==> config.mk <==
export PLATFORM = sky130hd
export DESIGN_NAME = branch_sequencer_flat
export DESIGN_NICKNAME = d
export VERILOG_FILES = /design/src/rtl/src_ctrl_pkg.sv /design/src/rtl/branch_sequencer_if.sv /design/src/rtl/sat_counter.sv /design/src/rtl/branch_sequencer.sv /design/src/flat_wrapper.sv
export SDC_FILE = /design/constraint.sdc
export NUM_CORES = 1
export LEC_CHECK = 0
export CORE_ASPECT_RATIO = 0.7
export CORE_MARGIN = 2
export CORE_UTILIZATION = 48
export CTS_BUF_LIST = sky130_fd_sc_hd__clkbuf_8
export CTS_CLUSTER_SIZE = 8
export DETAILED_ROUTE_END_ITERATION = 8
export PLACE_DENSITY = 0.77
export SLEW_MARGIN = 25
export SYNTH_ARGS = -nofsm -noshare
export SYNTH_HDL_FRONTEND = slang
export SYNTH_SLANG_ARGS = --single-unit
export TNS_END_PERCENT = 100
==> constraint.sdc <==
create_clock -name clock -period 4.1 [get_ports clock]
set_input_delay 0.82 -clock clock [delete_from_list [all_inputs] [get_ports clock]]
set_output_delay 0.82 -clock clock [all_outputs]
set_load 0.005 [all_outputs]
==> src/rtl/src_ctrl_pkg.sv <==
// Shared constants and types for the Mini-SRC conditional-branch control slice.
package src_ctrl_pkg;

  localparam logic [4:0] BR_OPCODE = 5'b10010;

  // 3-bit state encoding kept as plain constants for compatibility with older decode logic
  localparam logic [2:0] ST_IDLE   = 3'd0;
  localparam logic [2:0] ST_EVAL   = 3'd1;
  localparam logic [2:0] ST_LOADPC = 3'd2;
  localparam logic [2:0] ST_ADD    = 3'd3;
  localparam logic [2:0] ST_WRPC   = 3'd4;
  localparam logic [2:0] ST_DONE   = 3'd5;

  typedef struct packed {
    logic gra;
    logic r_out;
    logic con_in;
    logic pc_out;
    logic y_in;
    logic c_out;
    logic alu_add;
    logic z_in;
    logic zlow_out;
    logic pc_in;
  } strobe_t;

endpackage

==> src/rtl/branch_sequencer_if.sv <==
// Decode-side request, CON feedback, datapath strobes and branch statistics of the sequencer.
interface branch_sequencer_if #(
  parameter int CNT_W = 16
);
  logic             start;
  logic [4:0]       opcode;
  logic             con;
  logic             busy;
  logic             done;
  logic             illegal;
  logic             gra;
  logic             r_out;
  logic             con_in;
  logic             pc_out;
  logic             y_in;
  logic             c_out;
  logic             alu_add;
  logic             z_in;
  logic             zlow_out;
  logic             pc_in;
  logic [CNT_W-1:0] taken_cnt;
  logic [CNT_W-1:0] nottaken_cnt;

  // master: the sequencer itself; slave: decode stage / datapath side
  modport master (
    input  start, opcode, con,
    output busy, done, illegal, gra, r_out, con_in, pc_out, y_in,
           c_out, alu_add, z_in, zlow_out, pc_in, taken_cnt, nottaken_cnt
  );

  modport slave (
    output start, opcode, con,
    input  busy, done, illegal, gra, r_out, con_in, pc_out, y_in,
           c_out, alu_add, z_in, zlow_out, pc_in, taken_cnt, nottaken_cnt
  );
endinterface

==> src/rtl/sat_counter.sv <==
// Event counter that sticks at all-ones instead of wrapping.
module sat_counter #(
  parameter int CNT_W = 16
) (
  input  logic             clock,
  input  logic             clear,
  input  logic             inc,
  output logic [CNT_W-1:0] count
);

  logic [CNT_W-1:0] count_reg;

  always_ff @(posedge clock or negedge clear) begin
    if (!clear) begin
      count_reg <= '0;
    end else if (inc && (count_reg != {CNT_W{1'b1}})) begin
      count_reg <= count_reg + CNT_W'(1);
    end
  end

  assign count = count_reg;

endmodule

==> src/rtl/branch_sequencer.sv <==
// Conditional-branch micro-sequencer: T3 CON evaluation, T4-T6 PC <- PC + C when taken.
module branch_sequencer #(
  parameter logic [4:0] BR_OPCODE = src_ctrl_pkg::BR_OPCODE,
  parameter int         CNT_W     = 16
) (
  input  logic               clock,
  input  logic               clear,
  branch_sequencer_if.master bus
);
  import src_ctrl_pkg::ST_IDLE;
  import src_ctrl_pkg::ST_EVAL;
  import src_ctrl_pkg::ST_LOADPC;
  import src_ctrl_pkg::ST_ADD;
  import src_ctrl_pkg::ST_WRPC;
  import src_ctrl_pkg::ST_DONE;
  import src_ctrl_pkg::strobe_t;

  logic [2:0] state_reg;
  logic [2:0] state_next;
  logic       illegal_reg;
  strobe_t    strobe;
  logic [1:0] inc;
  logic [CNT_W-1:0] cnt [2];

  always_comb begin
    state_next = state_reg;
    case (state_reg)
      ST_IDLE:   if (bus.start) state_next = (bus.opcode == BR_OPCODE) ? ST_EVAL : ST_DONE;
      ST_EVAL:   state_next = ST_LOADPC;
      ST_LOADPC: state_next = bus.con ? ST_ADD : ST_DONE;
      ST_ADD:    state_next = ST_WRPC;
      ST_WRPC:   state_next = ST_DONE;
      ST_DONE:   state_next = ST_IDLE;
      default:   state_next = ST_IDLE;
    endcase
  end

  always_ff @(posedge clock or negedge clear) begin
    if (!clear) begin
      state_reg   <= ST_IDLE;
      illegal_reg <= 1'b0;
    end else begin
      state_reg <= state_next;
      if (state_reg == ST_IDLE && bus.start && bus.opcode != BR_OPCODE) begin
        illegal_reg <= 1'b1;
      end else if (state_reg == ST_DONE) begin
        illegal_reg <= 1'b0;
      end
    end
  end

  // Strobes are pure state decode (plus con in LOADPC), so reset forces them low at once
  always_comb begin
    strobe = '0;
    case (state_reg)
      ST_EVAL: begin
        strobe.gra    = 1'b1;
        strobe.r_out  = 1'b1;
        strobe.con_in = 1'b1;
      end
      ST_LOADPC: begin
        strobe.pc_out = bus.con;
        strobe.y_in   = bus.con;
      end
      ST_ADD: begin
        strobe.c_out   = 1'b1;
        strobe.alu_add = 1'b1;
        strobe.z_in    = 1'b1;
      end
      ST_WRPC: begin
        strobe.zlow_out = 1'b1;
        strobe.pc_in    = 1'b1;
      end
      default: ;
    endcase
  end

  assign bus.busy     = (state_reg != ST_IDLE);
  assign bus.done     = (state_reg == ST_DONE);
  assign bus.illegal  = (state_reg == ST_DONE) && illegal_reg;
  assign bus.gra      = strobe.gra;
  assign bus.r_out    = strobe.r_out;
  assign bus.con_in   = strobe.con_in;
  assign bus.pc_out   = strobe.pc_out;
  assign bus.y_in     = strobe.y_in;
  assign bus.c_out    = strobe.c_out;
  assign bus.alu_add  = strobe.alu_add;
  assign bus.z_in     = strobe.z_in;
  assign bus.zlow_out = strobe.zlow_out;
  assign bus.pc_in    = strobe.pc_in;

  // Index 0 counts taken branches, index 1 not-taken ones
  assign inc[0] = (state_reg == ST_WRPC);
  assign inc[1] = (state_reg == ST_LOADPC) && !bus.con;

  generate
    for (genvar gi = 0; gi < 2; gi++) begin : g_cnt
      sat_counter #(.CNT_W(CNT_W)) u_cnt (
        .clock (clock),
        .clear (clear),
        .inc   (inc[gi]),
        .count (cnt[gi])
      );
    end
  endgenerate

  assign bus.taken_cnt    = cnt[0];
  assign bus.nottaken_cnt = cnt[1];

endmodule

==> src/flat_wrapper.sv <==
// flat-port wrapper written by rule: the top's interface ports become plain ports
module branch_sequencer_flat import src_ctrl_pkg::ST_IDLE; import src_ctrl_pkg::ST_EVAL; import src_ctrl_pkg::ST_LOADPC; import src_ctrl_pkg::ST_ADD; import src_ctrl_pkg::ST_WRPC; import src_ctrl_pkg::ST_DONE; import src_ctrl_pkg::strobe_t;
#(
  parameter logic [4:0] BR_OPCODE = src_ctrl_pkg::BR_OPCODE,
  parameter int         CNT_W     = 16
)
  (clock, clear, bus_start, bus_opcode, bus_con, bus_busy, bus_done, bus_illegal, bus_gra, bus_r_out, bus_con_in, bus_pc_out, bus_y_in, bus_c_out, bus_alu_add, bus_z_in, bus_zlow_out, bus_pc_in, bus_taken_cnt, bus_nottaken_cnt);
  branch_sequencer_if #(.CNT_W(CNT_W)) bus_i ();
  input  logic clock;
  input  logic clear;
  input wire logic [$bits(bus_i.start)-1:0] bus_start;
  input wire logic [$bits(bus_i.opcode)-1:0] bus_opcode;
  input wire logic [$bits(bus_i.con)-1:0] bus_con;
  output wire logic [$bits(bus_i.busy)-1:0] bus_busy;
  output wire logic [$bits(bus_i.done)-1:0] bus_done;
  output wire logic [$bits(bus_i.illegal)-1:0] bus_illegal;
  output wire logic [$bits(bus_i.gra)-1:0] bus_gra;
  output wire logic [$bits(bus_i.r_out)-1:0] bus_r_out;
  output wire logic [$bits(bus_i.con_in)-1:0] bus_con_in;
  output wire logic [$bits(bus_i.pc_out)-1:0] bus_pc_out;
  output wire logic [$bits(bus_i.y_in)-1:0] bus_y_in;
  output wire logic [$bits(bus_i.c_out)-1:0] bus_c_out;
  output wire logic [$bits(bus_i.alu_add)-1:0] bus_alu_add;
  output wire logic [$bits(bus_i.z_in)-1:0] bus_z_in;
  output wire logic [$bits(bus_i.zlow_out)-1:0] bus_zlow_out;
  output wire logic [$bits(bus_i.pc_in)-1:0] bus_pc_in;
  output wire logic [$bits(bus_i.taken_cnt)-1:0] bus_taken_cnt;
  output wire logic [$bits(bus_i.nottaken_cnt)-1:0] bus_nottaken_cnt;
  assign bus_i.start = bus_start;
  assign bus_i.opcode = bus_opcode;
  assign bus_i.con = bus_con;
  assign bus_busy = bus_i.busy;
  assign bus_done = bus_i.done;
  assign bus_illegal = bus_i.illegal;
  assign bus_gra = bus_i.gra;
  assign bus_r_out = bus_i.r_out;
  assign bus_con_in = bus_i.con_in;
  assign bus_pc_out = bus_i.pc_out;
  assign bus_y_in = bus_i.y_in;
  assign bus_c_out = bus_i.c_out;
  assign bus_alu_add = bus_i.alu_add;
  assign bus_z_in = bus_i.z_in;
  assign bus_zlow_out = bus_i.zlow_out;
  assign bus_pc_in = bus_i.pc_in;
  assign bus_taken_cnt = bus_i.taken_cnt;
  assign bus_nottaken_cnt = bus_i.nottaken_cnt;
  branch_sequencer #(.BR_OPCODE(BR_OPCODE), .CNT_W(CNT_W)) u_core (.clock(clock), .clear(clear), .bus(bus_i));
endmodule
==> summary.md <==
| Metric | Value |
|---|---|
| Vias in the first global route | 1497 |
| GR Util met1 | 26.27% |
| Via-to-Cell Ratio | 5.659 |
| Layout cells sized above 1 | 7.424% |
| Endpoints failing setup | 0 |
| Fin. Hold Viols | 0 |
| Initial Utilization | 51.49% |
| Synth top area share | 48.55% |
| CTS max path bufs | 2 |
| Final Cycle Share | 74.55% |
| TNS Setup | 0 ns |
| Core Region | 3603 um^2 |
| Status | complete, no violations |
| Critical path type | input pin to output port |
| Mapped Cells | 177 |
| GRT met3 Usage | 4.708% |
| Setup Fix Bufs, Post-CTS | 0 |
| Clk slew on worst S/H paths | 0.07 ns |
| Final min period | 3.056 ns |
| Crit-path max FO | 3 |
| Grt total ovfl | 0 |
| Leak | 1.060 nW |
| Width of the die | 78.31 um |
| Crit end category | output port |
| Largest area contributor in the netlist | dfrtp_1 |
| Synth Flop Type | dfrtp_1 |
| IO buf count | 53 |
| First drt pass iteration count | 4 |
| Ys Warns | 0 |
| Placed insts | 272 |
| Max cap viols | 0 |
| Met2 Usage GRT | 31.65% |
| Post-route ant nets | 0 |
| Largest delay share family, worst path | buffers and inverters |
| Pins Over Slew Limit | 0 |
| Mapped Area | 1856 um^2 |
| Crit path max-delay cell type | clkdlybuf4s50_1 |
| Worst path bufs/invs | 2 |
| Asr flop ratio synth | 100.0% |
| Post-Layout Cell Count | 279 |
| Final #Nets | 240 |
| Final Cell Area | 2467 um^2 |
| Seq cells post-synth | 36 |
| RSZ-0062 raised after global routing | no |
| Drt wl/cell | 14.96 um |
| Root Driver | clkbuf_8 |
| Post-synth cell types | 36 |
| Cell repeated most along the worst path | clkdlybuf4s50_1 |
| Tightest Pin Transition | 0.8510 ns |
| Cell with the most instances after synthesis | dfrtp_1 |
| Antenna fix cells | 0 |
| Largest net degree at the start of global routing | 37 |
| Min-delay worst type | flop to flop |
| Cts bufs inserted | 5 |
| Largest register FFs | 32 |
| Detailed router's first-iteration violation count | 64 |
| Required @ worst endpoint | 3.28 ns |
| First-pass GRT wire length | 6948 um |
| Die area | 4387 um^2 |
| Routed vias | 1579 |
| Routed wire length | 4174 um |
| Slew headroom | 42.80% |
| Max stage delay on crit path | 0.57 ns |
| IO Count | 54 |
| CTS sink count | 36 |
| Clock Latency Late Sink | 0.29 ns |
| Max IR drop VDD | 0.3849 mV |
| HPWL Detailed | 3066 um |
| Setup crit start kind | input pin |
| Placed cell areas | 2390 um^2 |
| Detailed-route DRC error count | 0 |
| PD cells | 440.1 nW/um^2 |
| Post-synth EDFFs | 0 |
| Worst Skew | 0.005902 ns |
| Avg Cell Area, Syn | 10.48 um^2 |
| Cell row count | 18 |
| Global route hottest layer | met2 |
| Most frequent cells after synthesis | dfrtp_1, xor2_1, nand2_1, nor3_1, nand4_1 |
| Register area share after synthesis | 48.55% |
| Resized cells post-CTS | 0 |
| Die Height | 56.02 um |
| CTS Hold Bufs | 0 |
| Gp weighted congestion | 0.8565 |
| CTS tree | done |
| Tot GR Track Use | 20.14% |
| Syn-to-layout area delta | 32.97% |
| Syn_nets | 188 |
| H-tree Lvls | 2 |
| Antenna violations before repair | 0 |
| Crit path cell chain | clkdlybuf4s50_1 -> nand2b_1 -> nor3b_1 -> clkdlybuf4s50_1 |
| CP arrival | 2.24 ns |
| F_max | 327.2 MHz |
| Area contributors post-synth | dfrtp_1, xor2_1, nand4_1, nor3_1, mux2_2 |
## layout make-up
type / count / area [um^2]
clock buffer: 5 / 68.82
inverter: 6 / 22.52
clock inverter: 2 / 8.758
fill: 285 / 1136
timing repair buffer: 54 / 538.0
sequential: 36 / 900.9
tap: 50 / 62.56
multi-input combinational: 126 / 865.8
## cell families (layout without fill, tap and decap cells)
kind of cell    count (synthesis)  in the layout  share of synthesized area, %
xor+xnor                       25             25                         11.80
mux                             5              5                         3.034
flops                          36             36                         48.55
simple gates                   83             83                         26.16
compound gates                 11             11                         4.315
buf+inv                        15             67                         4.787
fa+ha+maj                       2              2                         1.348
## final timing paths
path | cells after the start | to | from | slack [ns]
worst max register to register | 4 | u_core.g_cnt[1].u_cnt.count[15] | u_core.state_reg[0] | 1.66
worst max-delay path | 4 | bus_y_in | bus_con | 1.04
worst min register to register | 1 | u_core.g_cnt[0].u_cnt.count[10] | u_core.g_cnt[0].u_cnt.count[10] | 0.52
min in group asynchronous | 2 | u_core.g_cnt[1].u_cnt.count[3] | clear | 0.94
worst min-delay path | 1 | u_core.g_cnt[0].u_cnt.count[10] | u_core.g_cnt[0].u_cnt.count[10] | 0.52
max in group asynchronous | 2 | u_core.g_cnt[0].u_cnt.count[5] | clear | 2.85
## metal layers
layer	wire [um]	part of all wire (%)
met1	1879	45
met2	1981	47
met4	68	1.6
met3	245	5.9
met5	0	0
## where the power goes
part           switching, W  leakage [nW]  internal, W  total (W)
sequential        0.0000843         0.472     0.000413   0.000498
clock              0.000124        0.0452     0.000113   0.000237
combinational      0.000135         0.543     0.000216   0.000351
## stage by stage
step,util (%),hold slack (ns),power (W),setup slack (ns)
after detailed placement,66.32,0.5117,0.0008566,0.9216
after global placement,66.32,0.4957,0.0008421,0.9828
after global routing,68.47,0.5378,0.001151,0.9156
after floorplan,-,0.4724,0.0006729,1.496
after CTS,68.47,0.5212,0.001094,1.032
final,68.47,0.5225,0.001086,1.044
## layout by cell type, fill, tap and decap left out, drive strengths merged, types with 2 or more instances in the layout
master and n:
nand4 11, nor3 12, nor4b 2, or4 3, a211oi 2, mux2 5
nor2 5, clkdlybuf4s50 53, clkbuf 5, nor4 10, dfrtp 36, ha 2
o21a 2, nand2b 2, nor3b 5, inv 7, nand3 10, nand2 13
xor2 21, xnor2 4, or2 3, and3 2
Note: power is estimated with default switching activity, not from simulation.
